--- config.mk ---
export PLATFORM = sky130hd
export DESIGN_NAME = reaction_timer_flat
export DESIGN_NICKNAME = d
export VERILOG_FILES = /design/src/rtl/reaction_timer_if.sv /design/src/rtl/reaction_timer.sv /design/src/flat_wrapper.sv
export SDC_FILE = /design/constraint.sdc
export NUM_CORES = 1
export LEC_CHECK = 0
export CAP_MARGIN = 10
export CORE_ASPECT_RATIO = 2
export CORE_MARGIN = 3
export CORE_UTILIZATION = 50
export CTS_CLUSTER_SIZE = 14
export DETAILED_ROUTE_END_ITERATION = 8
export HOLD_SLACK_MARGIN = 0.08
export PLACE_DENSITY = 0.72
export SLEW_MARGIN = 0
export SYNTH_ARGS = -nofsm -noshare
export SYNTH_HDL_FRONTEND = slang
export SYNTH_SLANG_ARGS = --single-unit
--- constraint.sdc ---
create_clock -name clk -period 3.04 [get_ports clk]
set_input_delay 0.456 -clock clk [delete_from_list [all_inputs] [get_ports clk]]
set_output_delay 0.456 -clock clk [all_outputs]
set_load 0.02 [all_outputs]
--- src/rtl/reaction_timer_if.sv ---
// Handshake bundle between the reaction-test FSM, the timer
// and the display/readout stage.
interface reaction_timer_if #(
  parameter int CNT_W = 16
);
  logic             go;
  logic             capture;
  logic             clear_best;
  logic [CNT_W-1:0] time_ms;
  logic             result_valid;
  logic [CNT_W-1:0] best_ms;
  logic             best_valid;
  logic             running;
  logic             overflow;

  modport master (
    output go,
    output capture,
    output clear_best,
    input  time_ms,
    input  result_valid,
    input  best_ms,
    input  best_valid,
    input  running,
    input  overflow
  );

  modport slave (
    input  go,
    input  capture,
    input  clear_best,
    output time_ms,
    output result_valid,
    output best_ms,
    output best_valid,
    output running,
    output overflow
  );
endinterface

--- src/rtl/reaction_timer.sv ---
// Millisecond reaction timer: go rise to capture rise,
// with latched result, running best time and saturation flag.
module reaction_timer #(
  parameter int TICK_DIV = 50000,
  parameter int CNT_W    = 16,
  parameter int MAX_MS   = 9999
) (
  input  logic            clk,
  input  logic            reset,
  reaction_timer_if.slave bus
);

  localparam int PW = $clog2(TICK_DIV);
  localparam logic [PW-1:0] PMAX = PW'(TICK_DIV - 1);
  localparam logic [CNT_W-1:0] EMAX = CNT_W'(MAX_MS);

  typedef enum logic [1:0] {
    IDLE,
    TIMING,
    HOLD
  } state_t;

  state_t state;
  state_t state_nx;

  logic             go_d;
  logic             cap_d;
  logic [PW-1:0]    prescaler;
  logic [CNT_W-1:0] elapsed;
  logic [CNT_W-1:0] time_ms;
  logic [CNT_W-1:0] best_ms;
  logic             result_valid;
  logic             best_valid;
  logic             overflow;

  logic go_rise;
  logic cap_rise;
  logic timing;
  logic enter;
  logic capt;
  logic tick;
  logic sat;
  logic improve;

  always_comb begin
    go_rise  = bus.go & ~go_d;
    cap_rise = bus.capture & ~cap_d;
    timing   = (state == TIMING);
    enter    = go_rise & ~timing;
    capt     = timing & cap_rise;
    tick     = timing & (prescaler == PMAX);
    sat      = tick & (elapsed == EMAX);
    // A saturation on the capture edge still disqualifies the run
    improve  = capt & ~overflow & ~sat &
               (~best_valid | (elapsed < best_ms));
  end

  always_comb begin
    state_nx = state;
    unique case (state)
      IDLE: begin
        if (go_rise) state_nx = TIMING;
      end
      TIMING: begin
        if (cap_rise)     state_nx = HOLD;
        else if (!bus.go) state_nx = IDLE;
      end
      HOLD: begin
        if (go_rise) state_nx = TIMING;
      end
      default: state_nx = IDLE;
    endcase
  end

  always_ff @(posedge clk or negedge reset) begin
    if (!reset) begin
      state <= IDLE;
      go_d  <= 1'b0;
      cap_d <= 1'b0;
    end else begin
      state <= state_nx;
      go_d  <= bus.go;
      cap_d <= bus.capture;
    end
  end

  always_ff @(posedge clk or negedge reset) begin
    if (!reset) begin
      prescaler <= '0;
      elapsed   <= '0;
      overflow  <= 1'b0;
    end else if (enter) begin
      prescaler <= '0;
      elapsed   <= '0;
      overflow  <= 1'b0;
    end else if (timing) begin
      if (tick) begin
        prescaler <= '0;
        if (sat)        overflow <= 1'b1;
        else if (!capt) elapsed  <= elapsed + 1'b1;
      end else begin
        prescaler <= prescaler + 1'b1;
      end
    end
  end

  always_ff @(posedge clk or negedge reset) begin
    if (!reset) begin
      time_ms      <= '0;
      result_valid <= 1'b0;
    end else begin
      result_valid <= capt;
      if (capt) time_ms <= elapsed;
    end
  end

  always_ff @(posedge clk or negedge reset) begin
    if (!reset) begin
      best_ms    <= '0;
      best_valid <= 1'b0;
    end else if (improve) begin
      best_ms    <= elapsed;
      best_valid <= 1'b1;
    end else if (bus.clear_best) begin
      best_ms    <= '0;
      best_valid <= 1'b0;
    end
  end

  assign bus.time_ms      = time_ms;
  assign bus.result_valid = result_valid;
  assign bus.best_ms      = best_ms;
  assign bus.best_valid   = best_valid;
  assign bus.running      = timing;
  assign bus.overflow     = overflow;

endmodule

--- src/flat_wrapper.sv ---
// flat-port wrapper written by rule: the top's interface ports become plain ports
module reaction_timer_flat 
#(
  parameter int TICK_DIV = 50000,
  parameter int CNT_W    = 16,
  parameter int MAX_MS   = 9999
)
  (clk, reset, bus_go, bus_capture, bus_clear_best, bus_time_ms, bus_result_valid, bus_best_ms, bus_best_valid, bus_running, bus_overflow);
  reaction_timer_if #(.CNT_W(CNT_W)) bus_i ();
  input  logic clk;
  input  logic reset;
  input wire logic [$bits(bus_i.go)-1:0] bus_go;
  input wire logic [$bits(bus_i.capture)-1:0] bus_capture;
  input wire logic [$bits(bus_i.clear_best)-1:0] bus_clear_best;
  output wire logic [$bits(bus_i.time_ms)-1:0] bus_time_ms;
  output wire logic [$bits(bus_i.result_valid)-1:0] bus_result_valid;
  output wire logic [$bits(bus_i.best_ms)-1:0] bus_best_ms;
  output wire logic [$bits(bus_i.best_valid)-1:0] bus_best_valid;
  output wire logic [$bits(bus_i.running)-1:0] bus_running;
  output wire logic [$bits(bus_i.overflow)-1:0] bus_overflow;
  assign bus_i.go = bus_go;
  assign bus_i.capture = bus_capture;
  assign bus_i.clear_best = bus_clear_best;
  assign bus_time_ms = bus_i.time_ms;
  assign bus_result_valid = bus_i.result_valid;
  assign bus_best_ms = bus_i.best_ms;
  assign bus_best_valid = bus_i.best_valid;
  assign bus_running = bus_i.running;
  assign bus_overflow = bus_i.overflow;
  reaction_timer #(.TICK_DIV(TICK_DIV), .CNT_W(CNT_W), .MAX_MS(MAX_MS)) u_core (.clk(clk), .reset(reset), .bus(bus_i));
endmodule
==> results_dict.tcl, run 1 <==
set metrics [dict create \
    worst_pin_slew_ns 0.744 \
    grt_pass1_vias 3116 \
    antenna_found_initial 0 \
    holdWs_ns 0.475 \
    h-tree-depth 3 \
    hold_viol 0 \
    cts-root-buf "clkbuf_16" \
    yosysSeqAreaShare_pct 49.8 \
    postRouteWirelength_um 8790 \
    postRouteAntennaNets 0 \
    final-setup-viol-count 0 \
    r2r-start "u_core.prescaler[11]$_DFFE_PN0P_" \
    holdCritStartpoint "u_core.bus.time_ms[12]$_DFFE_PN0P_" \
    via_count 3043 \
    dp_hpwl_um 6530 \
    clock-sinks 71 \
    route.detailed.drc 0 \
    finalNonFillerCells 521 \
    wl_per_cell_um 16.9 \
    grt_pass1_wl_um 14600 \
    final_util_pct 64.8 \
    hold_class "reg -> reg" \
    power_density_nw_per_um2 599 \
    min_period_over_period_pct 91.4 \
    die-area_um2 8250 \
    synth_seq_cells 71 \
    drt_iter0_markers 181 \
    max_cap_violations 0 \
    relSlewSlack_pct 50.1 \
    syn-instance-count 374 \
    startpoint_type "flop" \
    dp.cells 504 \
    status "completed" \
    die_h_um 125 \
    synthTopCellsByArea "dfrtp_1 50%, nand2_1 8.3%, ha_1 6.0%" \
    arrival_ns 3.05 \
    synth_area_per_cell_um2 9.54 \
    synth_top_area_cell "dfrtp_1" \
    grt-ovfl-total 0 \
    drive_gt1_share_pct 8.82 \
    nFillCells 543 \
    synthArstFlopShare_pct 100 \
    cts_tree "yes" \
    grt_usage_pct 23.1 \
    io_pins 41 \
    skew_ns 0.00698 \
    path_class "reg -> reg" \
    synth_cell_types 52 \
    die_x_um 65.7 \
    power_w 0.00269 \
    synth_top_area_share_pct 49.8 \
    fmax_mhz 360 \
    gp_congestion 0.840 \
    yosys_warnings 0 \
    clk_pin_slew_ns 0.06 \
    cts_setup_buffers 0 \
    rows 43 \
    core-area_um2 6940 \
    rsz0062_at_grt "no" \
    numCtsBuffers 9 \
    worstPathRequired_ns 3.31 \
    start_util_pct 51.4 \
    synth_edf_count 0 \
    tns_ns 0 \
    crit_start "u_core.prescaler[11]$_DFFE_PN0P_" \
    crit_path_max_fanout 17 \
    antennaDiodeCount 0 \
    synth-main-ff-cell "dfrtp_1" \
    portBuffers 40 \
    p_leak_nw 2.08 \
    maxSlewViolCount 0 \
    final_nets 448 \
    grt_start_max_net_pins 38 \
    synth_commonest_cells "79 x nand2_1, 71 x dfrtp_1, 31 x nor2_1, 31 x o21ai_0" \
    syn_area_um2 3570 \
    seqCellArea_um2 1780 \
    clk_path_buf_depth 2 \
    multiInputGateArea_um2 1670 \
    synth_most_common_cell "nand2_1" \
    ir_worst_vdd_mv 0.365 \
    dr.pass1.iters 4 \
    viasPerCell 5.84 \
    clkLatencyLatePin_ns 0.33 \
    syn2layout_area_growth_pct 26.0 \
    syn-num-nets 396 \
    min_period_ns 2.78 \
    cp-end-kind "flop" \
]
metrics by stage:
step                      setup slack, ns  instance area (um^2)
final                               0.260                  4500
after detailed placement            0.293                  4120
after CTS                           0.278                  4500
after global routing                0.114                  4500
after global placement              0.340                  4120
after floorplan                     0.349                  3570
sequential cells by signal, summed over array words and instances (netlist names):
register and cells:
u_core.state 2, u_core.bus.best_ms 16, u_core.elapsed 16, u_core.bus.overflow 1
u_core.bus.result_valid 1, u_core.bus.time_ms 16, u_core.bus.best_valid 1, u_core.go_d 1
u_core.prescaler 16, u_core.cap_d 1
where the power goes:
part	switching [W]	total, W	internal, W	leakage (nW)
combinational	0.000204	0.000340	0.000136	0.920
sequential	0.0000638	0.00107	0.00100	0.976
clock	0.000378	0.00129	0.000908	0.180
worst max-delay path, cell delays in order (launching register included):
cell and delay, ns:
dfrtp_1 0.44, or3b_1 0.38, or4_4 0.58, and2_4 0.25, or3_1 0.48, or4_1 0.50, nand2_1 0.08
cell usage in the layout (no fill, tap or decap), drive strengths merged, types with 3 or more instances in the layout:
cell,Yosys,layout
and4,4,4
nor2b,4,4
a32o,8,8
bufinv,0,4
clkbuf,10,11
and2,4,4
nor4b,4,4
ha,17,17
nand2,79,79
nor2,31,31
a21oi,5,5
nand4,9,9
o21ai,31,31
nand3,7,7
nor4,5,5
a31oi,5,5
a211oi,3,3
xnor2,6,6
clkdlybuf4s50,0,39
nand2b,3,3
dfrtp,71,71
inv,17,17
a22o,9,9
buf,3,14
or3,3,3
and3,8,8
layer usage:
metal	up-vias	global-route usage (%)	wire (um)
li1	1434	-	-
met1	1509	25.1	3300
met2	77	40.5	4910
met4	0	13.4	280
met3	23	3.95	300
met5	-	0	0
area by class of cell:
class / count / share of cell area [%]
clock inverters: 5 / 2.87
repair buffers: 54 / 11.2
clock buffers: 11 / 5.40
flip-flops and latches: 71 / 39.5
well taps: 90 / 2.50
inverters: 18 / 1.50
multi-input cells: 272 / 37.0
path summary, 6_finish.rpt:
path                                                       to  slack [ns]  depth (start not counted)
max                            u_core.elapsed[15]$_DFFE_PN0P_        0.26                          6
min                        u_core.bus.time_ms[12]$_DFFE_PN0P_        0.47                          2
max reg2reg                    u_core.elapsed[15]$_DFFE_PN0P_        0.26                          6
min reg2reg                u_core.bus.time_ms[12]$_DFFE_PN0P_        0.47                          2
max in group asynchronous   u_core.bus.time_ms[7]$_DFFE_PN0P_        1.69                          3
min in group asynchronous       u_core.elapsed[6]$_DFFE_PN0P_        0.55                          2
cell families after synthesis:
group                      Yosys count  share of synthesized area (%)
muxes                                1                          0.281
AOI/OAI and AO/OA                   76                           14.7
xor gates and xnor gates             8                           1.96
and+or+nand+nor                    170                           23.8
buffers and inverters               31                           3.54
adders and majority gates           17                           5.96
DFF                                 71                           49.8
what timing repair did:
| item | in CTS | in global routing |
|---|---|---|
| hold endpoints to repair | 11 | 0 |
| gates resized for setup | 0 | 0 |
| hold buffers | 1 | 0 |
Note: power is estimated with default switching activity, not from simulation.
==> run 2, diff against run 1 <==
RECOVER_POWER = 50   (was not set)
==> run 2 against run 1 <==
Fmax hardly changed. Worst setup slack hardly changed. Sequential share of layout area is 0.13 points higher. Final area is 0.33% lower.
==> results_dict.tcl, run 2 (synthesis results as in run 1) <==
set metrics [dict create \
    status "completed" \
    crit_path_max_fanout 17 \
    final_nets 448 \
    viasPerCell 5.76 \
    rsz0062_at_grt "no" \
    clk_pin_slew_ns 0.06 \
    power_w 0.00269 \
    final-setup-viol-count 0 \
    max_cap_violations 0 \
    arrival_ns 3.05 \
    portBuffers 40 \
    rows 43 \
    drt_iter0_markers 150 \
    grt-ovfl-total 0 \
    postRouteAntennaNets 0 \
    maxSlewViolCount 0 \
    min_period_over_period_pct 91.4 \
    final_common_cell "nand2_1" \
    die-area_um2 8250 \
    power_density_nw_per_um2 600 \
    grt_start_max_net_pins 38 \
    worstPathRequired_ns 3.31 \
    die_h_um 125 \
    numCtsBuffers 9 \
    postRouteWirelength_um 8770 \
    core-area_um2 6940 \
    cts_tree "yes" \
    grt_pass1_vias 3116 \
    cts-root-buf "clkbuf_16" \
    worst_pin_slew_ns 1.22 \
    relSlewSlack_pct 18.6 \
    hold_viol 0 \
    route.detailed.drc 0 \
    io_pins 41 \
    clock_power_share_pct 47.9 \
    antennaDiodeCount 0 \
    antenna_found_initial 0 \
    dp_hpwl_um 6530 \
    ctsResizeCount 0 \
    gp_congestion 0.840 \
    die_x_um 65.7 \
    ir_worst_vdd_mv 0.363 \
    via_count 3003 \
    wl_per_cell_um 16.8 \
    clkLatencyLatePin_ns 0.33 \
    hold_class "reg -> reg" \
    p_comb_share_pct 12.5 \
    grt_pass1_wl_um 14600 \
    clk_path_buf_depth 2 \
    p_seq_share_pct 39.7 \
    tns_ns 0 \
    dr.pass1.iters 5 \
    final_cell_mix "79 x nand2_1, 71 x dfrtp_1, 31 x nor2_1, 31 x o21ai_0, 25 x clkdlybuf4s50_1" \
    p_sw_w 0.000649 \
    h-tree-depth 3 \
    p_leak_nw 2.11 \
    start_util_pct 51.4 \
    drive_gt1_share_pct 7.89 \
    path_class "reg -> reg" \
    startpoint_type "flop" \
    skew_ns 0.00765 \
    fmax_mhz 360 \
    swShare_pct 24.1 \
    syn2layout_area_growth_pct 25.6 \
    grt_usage_pct 23.1 \
    cp-end-kind "flop" \
    p_int_w 0.00204 \
    clock-sinks 71 \
    min_period_ns 2.78 \
]
==> run 2: cell count changes in the layout (fill, tap and decap cells not counted) <==
| cell | change |
|---|---|
| clkdlybuf4s50_1 | -14 |
| clkbuf_2 | +1 |
| buf_2 | -1 |
| dlygate4sd3_1 | +14 |
| clkbuf_1 | +4 |
| buf_4 | -4 |
==> run 2: critical path, stage by stage, from the launching register on <==
cell	delay (ns)
dfrtp_1	0.44
or3b_1	0.38
or4_4	0.58
and2_4	0.25
or3_1	0.48
or4_1	0.50
nand2_1	0.08
==> run 2: power groups by stage <==
| stage | Clock [W] | Sequential [W] | Combinational [W] |
|---|---|---|---|
| 6_report | 0.00129 | 0.00107 | 0.000335 |
| 5_1_grt | 0.00134 | 0.00108 | 0.000374 |
| 4_1_cts | 0.00131 | 0.00107 | 0.000345 |
| 3_5_place_dp | 0 | 0.00108 | 0.000343 |
| 3_3_place_gp | 0 | 0.00108 | 0.000334 |
| 2_1_floorplan | 0 | 0.00110 | 0.000176 |
==> run 2: layout make-up <==
type,count,area (um^2)
multi-input combinational,272,1670
fill,550,2460
inverter,18,67.6
clock buffer,11,243
tap,90,113
clock inverter,5,129
timing repair buffer,54,488
sequential,71,1780
==> run 2: layer usage <==
metal	up-vias	share of wire [%]	GRT usage, %
met5	-	0	0
met4	0	2.8	13.4
met3	22	3.5	3.95
met2	74	57	40.5
met1	1471	37	25.1
li1	1436	-	-
==> run 2: metrics by stage <==
step | worst slack [ns] | utilization (%) | hold slack [ns] | cell area, um^2 | cells
final | 0.260 | 64.6 | 0.468 | 4480 | 521
after global routing | 0.114 | 64.6 | 0.501 | 4480 | 521
after CTS | 0.278 | 64.8 | 0.482 | 4500 | 521
after detailed placement | 0.293 | 59.3 | 0.366 | 4120 | 504
after global placement | 0.340 | 59.3 | 0.367 | 4120 | 504
after floorplan | 0.349 | - | 0.160 | 3570 | 374
==> run 2: final timing paths <==
path                                                    start                                 end  slack, ns  depth (start not counted)
setup / recovery             u_core.prescaler[11]$_DFFE_PN0P_      u_core.elapsed[15]$_DFFE_PN0P_       0.26                          6
hold / removal             u_core.bus.time_ms[12]$_DFFE_PN0P_  u_core.bus.time_ms[12]$_DFFE_PN0P_       0.47                          2
setup reg to reg             u_core.prescaler[11]$_DFFE_PN0P_      u_core.elapsed[15]$_DFFE_PN0P_       0.26                          6
hold reg to reg            u_core.bus.time_ms[12]$_DFFE_PN0P_  u_core.bus.time_ms[12]$_DFFE_PN0P_       0.47                          2
max in group asynchronous                               reset   u_core.bus.time_ms[3]$_DFFE_PN0P_       0.76                          3
min in group asynchronous                               reset       u_core.elapsed[6]$_DFFE_PN0P_       0.71                          2
==> run 2: repair_timing <==
item,in CTS,in global routing
hold buffers,1,0
setup buffers,0,0
hold endpoints to repair,11,0
